### src/rtl/wbuf_pkg.sv
// Shared types and defaults for the store write buffer.
package wbuf_pkg;

  localparam int unsigned WBUF_DATA_WIDTH = 32;
  localparam int unsigned WBUF_DEPTH      = 4;

  // Entry field width is fixed by the package; write_buffer's DATA_WIDTH must equal WBUF_DATA_WIDTH.
  typedef struct packed {
    logic [WBUF_DATA_WIDTH-1:0] addr;
    logic [WBUF_DATA_WIDTH-1:0] data;
  } wbuf_entry_t;

endpackage

### src/rtl/wbuf_match.sv
// Load-address lookup over the buffered entries; returns the newest matching slot.
module wbuf_match
  import wbuf_pkg::*;
#(
  parameter int unsigned DATA_WIDTH = WBUF_DATA_WIDTH,
  parameter int unsigned DEPTH      = WBUF_DEPTH
) (
  input  logic                         i_ld_valid,
  input  logic [DATA_WIDTH-1:2]        i_ld_tag,
  input  logic [DATA_WIDTH-1:2]        i_tag   [DEPTH],
  input  logic [DEPTH-1:0]             i_valid,
  input  logic [$clog2(DEPTH)-1:0]     i_wr_ptr,
  output logic                         o_hit,
  output logic [$clog2(DEPTH)-1:0]     o_sel
);

  localparam int unsigned PW = $clog2(DEPTH);

  // Walk backwards from wr_ptr-1 so the first hit found is the youngest entry.
  always_comb begin
    logic          found;
    logic [PW-1:0] idx;
    found = 1'b0;
    o_sel = '0;
    idx   = '0;
    for (int unsigned k = 1; k <= DEPTH; k++) begin
      idx = i_wr_ptr - PW'(k);
      if (!found && i_ld_valid && i_valid[idx] && (i_tag[idx] == i_ld_tag)) begin
        found = 1'b1;
        o_sel = idx;
      end
    end
    o_hit = found;
  end

endmodule

### src/rtl/write_buffer.sv
// Circular store/write-back buffer draining to data memory, with load lookup.
// Define WBUF_FWD_EN to forward matching store data to loads instead of stalling them.
module write_buffer
  import wbuf_pkg::*;
#(
  parameter int unsigned DATA_WIDTH = WBUF_DATA_WIDTH,
  parameter int unsigned DEPTH      = WBUF_DEPTH
) (
  input  logic                  clk,
  input  logic                  rst,
  input  logic                  wb_valid,
  input  logic [DATA_WIDTH-1:0] wb_addr,
  input  logic [DATA_WIDTH-1:0] wb_data,
  output logic                  wb_ready,
  output logic                  mem_wr_en,
  output logic [DATA_WIDTH-1:0] mem_addr,
  output logic [DATA_WIDTH-1:0] mem_wr_data,
  input  logic                  mem_ready,
  input  logic                  ld_valid,
  input  logic [DATA_WIDTH-1:0] ld_addr,
  output logic                  ld_hit,
  output logic [DATA_WIDTH-1:0] ld_data,
  output logic                  ld_stall,
  output logic                  empty,
  output logic                  full
);

  localparam int unsigned PW = $clog2(DEPTH);
  localparam int unsigned CW = PW + 1;

  logic [PW-1:0]         r_wr_ptr;
  logic [PW-1:0]         r_rd_ptr;
  logic [CW-1:0]         r_count;
  wbuf_entry_t           r_mem   [DEPTH];

  logic                  w_push;
  logic                  w_pop;
  logic [DEPTH-1:0]      w_valid;
  logic [DATA_WIDTH-1:2] w_tag   [DEPTH];
  logic                  w_hit;
  logic [PW-1:0]         w_sel;
  logic                  w_unused;

  assign full        = (r_count == CW'(DEPTH));
  assign empty       = (r_count == '0);
  assign wb_ready    = !full;
  assign mem_wr_en   = !empty;
  assign mem_addr    = r_mem[r_rd_ptr].addr;
  assign mem_wr_data = r_mem[r_rd_ptr].data;
  assign w_push      = wb_valid && wb_ready;
  assign w_pop       = mem_wr_en && mem_ready;

  always_ff @(posedge clk or posedge rst) begin
    if (rst) begin
      r_wr_ptr <= '0;
      r_rd_ptr <= '0;
      r_count  <= '0;
    end else begin
      if (w_push) r_wr_ptr <= r_wr_ptr + 1'b1;
      if (w_pop)  r_rd_ptr <= r_rd_ptr + 1'b1;
      case ({w_push, w_pop})
        2'b10:   r_count <= r_count + 1'b1;
        2'b01:   r_count <= r_count - 1'b1;
        default: r_count <= r_count;
      endcase
    end
  end

  // Storage is not reset; the cleared count alone makes stale slots invisible.
  always_ff @(posedge clk) begin
    if (w_push) r_mem[r_wr_ptr] <= '{addr: wb_addr, data: wb_data};
  end

  // A slot is live when its distance from rd_ptr is below the occupancy count.
  always_comb begin
    logic [PW-1:0] off;
    off = '0;
    for (int unsigned i = 0; i < DEPTH; i++) begin
      off        = PW'(i) - r_rd_ptr;
      w_valid[i] = ({1'b0, off} < r_count);
      w_tag[i]   = r_mem[i].addr[DATA_WIDTH-1:2];
    end
  end

  wbuf_match #(
    .DATA_WIDTH (DATA_WIDTH),
    .DEPTH      (DEPTH)
  ) u_match (
    .i_ld_valid (ld_valid),
    .i_ld_tag   (ld_addr[DATA_WIDTH-1:2]),
    .i_tag      (w_tag),
    .i_valid    (w_valid),
    .i_wr_ptr   (r_wr_ptr),
    .o_hit      (w_hit),
    .o_sel      (w_sel)
  );

`ifdef WBUF_FWD_EN
  assign ld_hit   = w_hit;
  assign ld_data  = w_hit ? r_mem[w_sel].data : '0;
  assign ld_stall = 1'b0;
  assign w_unused = ^ld_addr[1:0];
`else
  assign ld_hit   = 1'b0;
  assign ld_data  = '0;
  assign ld_stall = w_hit;
  assign w_unused = ^{w_sel, ld_addr[1:0]};
`endif

endmodule

### config.mk
export PLATFORM = sky130hd
export DESIGN_NAME = write_buffer
export DESIGN_NICKNAME = d
export VERILOG_FILES = /design/src/rtl/wbuf_pkg.sv /design/src/rtl/wbuf_match.sv /design/src/rtl/write_buffer.sv
export SDC_FILE = /design/constraint.sdc
export NUM_CORES = 1
export LEC_CHECK = 0
export ABC_AREA = 1
export ABC_CLOCK_PERIOD_IN_PS = 5050
export BUFFER_PORTS_ARGS = -buffer_cell sky130_fd_sc_hd__buf_2
export CAP_MARGIN = 20
export CORE_ASPECT_RATIO = 1.2
export CORE_MARGIN = 10
export CORE_UTILIZATION = 56
export DETAILED_ROUTE_END_ITERATION = 8
export PLACE_DENSITY = 0.77
export SYNTH_ARGS = -nofsm -noshare
export SYNTH_HDL_FRONTEND = slang
export SYNTH_HIERARCHICAL = 1
export SYNTH_SLANG_ARGS = --single-unit
### constraint.sdc
create_clock -name clk -period 5.05 [get_ports clk]
set_input_delay 0 -clock clk [delete_from_list [all_inputs] [get_ports clk]]
set_output_delay 0 -clock clk [all_outputs]
set_load 0.01 [all_outputs]
==> insert_results.sql <==
INSERT INTO impl_metrics (metric_group, metric, value, unit) VALUES
('outcome', 'run_status', 'finished clean', ''),
('sta', 'timing.final.max_slew_violations', '0', ''),
('detailed_routing', 'first_pass_iters', '8', ''),
('floorplan', 'num_rows', '67', ''),
('final_layout', 'finish.utilization', '0.652', ''),
('critical_path', 'timing.critical_path.from', 'r_wr_ptr[0]', ''),
('floorplan', 'io-pin-count', '203', ''),
('floorplan', 'die_h', '205', 'microns'),
('sta', 'finalWorstSetupSlack', '0.827', 'ns'),
('global_routing', 'grt.total_usage', '0.269', ''),
('sta', 'min_period_over_period', '0.836', ''),
('global_routing', 'number_of_global_route_vias_before_repair', '14300', ''),
('yosys', 'synthesis.yosys.warnings', '6', ''),
('sta', 'totalNegativeSetupSlack', '0', 'ns'),
('placement', 'place_hpwl', '33.2', 'mm'),
('sta', 'max_slew.worst_pin.slew', '0.959', 'ns'),
('final_layout', 'relative_area_change_from_synthesis_to_final_layout', '14.7', '%'),
('clocking', 'cts.root.buffer_cell', 'clkbuf_16', ''),
('power_and_ir_drop', 'vdd_drop_max', '0.000413', 'V'),
('detailed_routing', 'remaining_drc_errors', '0', ''),
('clocking', 'clock_path_buffers', '3', ''),
('sta', 'finalWorstPathRequiredPeriod', '4.22', 'ns'),
('placement', 'routabilityCongestion', '0.975', ''),
('worst_hold_path', 'worst_hold_startpoint', 'wb_data[27]', ''),
('detailed_routing', 'antenna_violating_nets_post_route', '0', ''),
('critical_path', 'worst_r2r_startpoint', 'r_wr_ptr[1]', ''),
('final_layout', 'final_layout_size_suffix_gt1_frac', '0.106', ''),
('global_routing', 'overflow', '0', ''),
('power_and_ir_drop', 'cellLeakagePower', '8.30', 'nW'),
('sta', 'fmax', '0.237', 'GHz'),
('sta', 'fin_skew', '0.0272', 'ns'),
('power_and_ir_drop', 'power_density', '629', 'nW/um^2'),
('yosys', 'synth_cells', '2076', ''),
('critical_path', 'cp-end-kind', 'output pin', ''),
('detailed_routing', 'route.detailed.wl_per_inst', '18.8', 'microns'),
('clocking', 'clock_sinks', '263', ''),
('placement', 'place.detailed.instances', '2532', ''),
('yosys', 'cell_area_after_synthesis', '15900', 'sq um'),
('clocking', 'cts_resized', '0', ''),
('floorplan', 'dieArea', '35600', 'sq um'),
('detailed_routing', 'vias_per_cell', '5.71', ''),
('clocking', 'cts_buffers', '26', ''),
('sta', 'finalSetupViolCount', '0', ''),
('floorplan', 'die_width', '174', 'microns'),
('sta', 'unrepaired_setup_endpoints_after_global_routing', 'false', ''),
('power_and_ir_drop', 'design_power_total', '11.5', 'mW'),
('global_routing', 'grt_start_max_net_pins', '87', ''),
('sta', 'timing.max_slew.rel_slack', '0.361', ''),
('critical_path', 'worstSetupPathType', 'flop to output pin', ''),
('sta', 'final-hold-violation-count', '0', ''),
('placement', 'dp_worst_setup_slack', '1.52', 'ns'),
('clocking', 'tritoncts_clock_tree', 'done', ''),
('clocking', 'clk_pin_slew', '0.06', 'ns'),
('floorplan', 'initial_core_util', '0.568', ''),
('job', 'drv.max_cap_violation_count', '0', ''),
('global_routing', 'number_of_antenna_violations_at_the_first_check_in_global_routing', '2', ''),
('clocking', 'cts.hold.buffers_added', '68', ''),
('critical_path', 'critPathMaxFanout', '70', ''),
('critical_path', 'critPathLaunchType', 'flop', ''),
('detailed_routing', 'drt-initial-drc-count', '1814', ''),
('clocking', 'skew_pair_late_insertion_delay', '0.55', 'ns'),
('worst_hold_path', 'hp-class', 'input pin to flop', ''),
('clocking', 'cts.htree.levels', '1', ''),
('placement', 'i_o_buffers', '167', ''),
('critical_path', 'worst_path_required', '5.05', 'ns'),
('clocking', 'post_cts_buffers', '0', ''),
('detailed_routing', 'vias', '15100', ''),
('detailed_routing', 'detail_route.wirelength', '49.8', 'mm'),
('global_routing', 'grt_pass1_wl', '76.8', 'mm'),
('yosys', 'synth_area_per_cell', '7.66', 'sq um'),
('final_layout', 'final_cells', '2650', ''),
('floorplan', 'core_area', '28000', 'sq um'),
('critical_path', 'cp_data_arrival_time', '4.22', 'ns'),
('final_layout', 'final_nets', '2360', '');
==> metrics by stage <==
stage	cell area, sq um	hold WS, ns
finish	18200	0.195
global route	18200	0.204
CTS	18200	0.183
detailed placement	16700	-0.0534
global placement	16700	-0.0485
floorplan	16000	-0.197
==> flip-flops by register name, indices dropped and copies added (netlist names) <==
signal    flops
r_rd_ptr      2
r_mem       256
r_count       3
r_wr_ptr      2
==> critical path, stage by stage (launching register included) <==
cell and delay (ns):
dfrtp_4 0.63, clkinv_2 0.41, buf_4 0.64, buf_4 0.44, nand2_1 0.09, nand2_1 0.10, nand2_1 0.09, nand3_1 0.13
nand2_1 0.06, nor2_1 0.21, nand2_1 0.10, nor2_1 0.09, nand2_1 0.06, nor2_2 0.09, nor3_1 0.06, o21ai_0 0.14
buf_2 0.20
==> final timing paths <==
kind / slack (ns) / to / depth (start not counted)
worst min-delay path: 0.20 / r_mem[3][27] / 2
min in group asynchronous: 0.48 / r_rd_ptr[0] / 4
worst max register to register: 1.96 / r_mem[3][38] / 5
worst min register to register: 0.50 / r_count[1] / 2
max in group asynchronous: 4.32 / r_wr_ptr[0] / 4
worst max-delay path: 0.83 / ld_stall / 16
==> cell usage in the layout (no fill, tap or decap), types with 3 or more instances in the layout <==
cell type	count
dfrtp_1	3
a21oi_1	9
inv_1	121
nor3_1	6
diode_2	3
nand2_1	889
xor2_1	6
ha_1	9
dlygate4sd3_1	68
clkbuf_16	27
edfxtp_1	256
nand4_1	66
buf_12	3
nor2_1	72
conb_1	33
clkinv_1	9
buf_2	167
nand3_1	440
nor2_4	5
clkinvlp_4	3
buf_4	16
clkbuf_1	3
o21ai_0	30
==> layer usage <==
metal  GRT usage  vias to the layer above  wire (microns)
li1            -                     7212               -
met1       0.328                     7019           19200
met2       0.463                      782           24300
met3      0.0470                      129            4360
met4       0.109                        0            1890
met5           0                        -               0
==> report_power, final <==
part	switching, mW	internal (mW)
Clock	0.818	1.07
Sequential	0.349	2.89
Combinational	4.49	1.86
Total	5.65	5.82
==> cell type report <==
type | instances | area (sq um)
Clock buffer | 30 | 687
Timing Repair Buffer | 254 | 1700
Clock inverter | 17 | 139
Sequential cell | 263 | 7870
Inverter | 125 | 473
Antenna cell | 3 | 7.51
Tap cell | 379 | 474
Multi-Input combinational cell | 1579 | 6900
Fill cell | 2401 | 9750
Power figures use the tool's default switching activity.
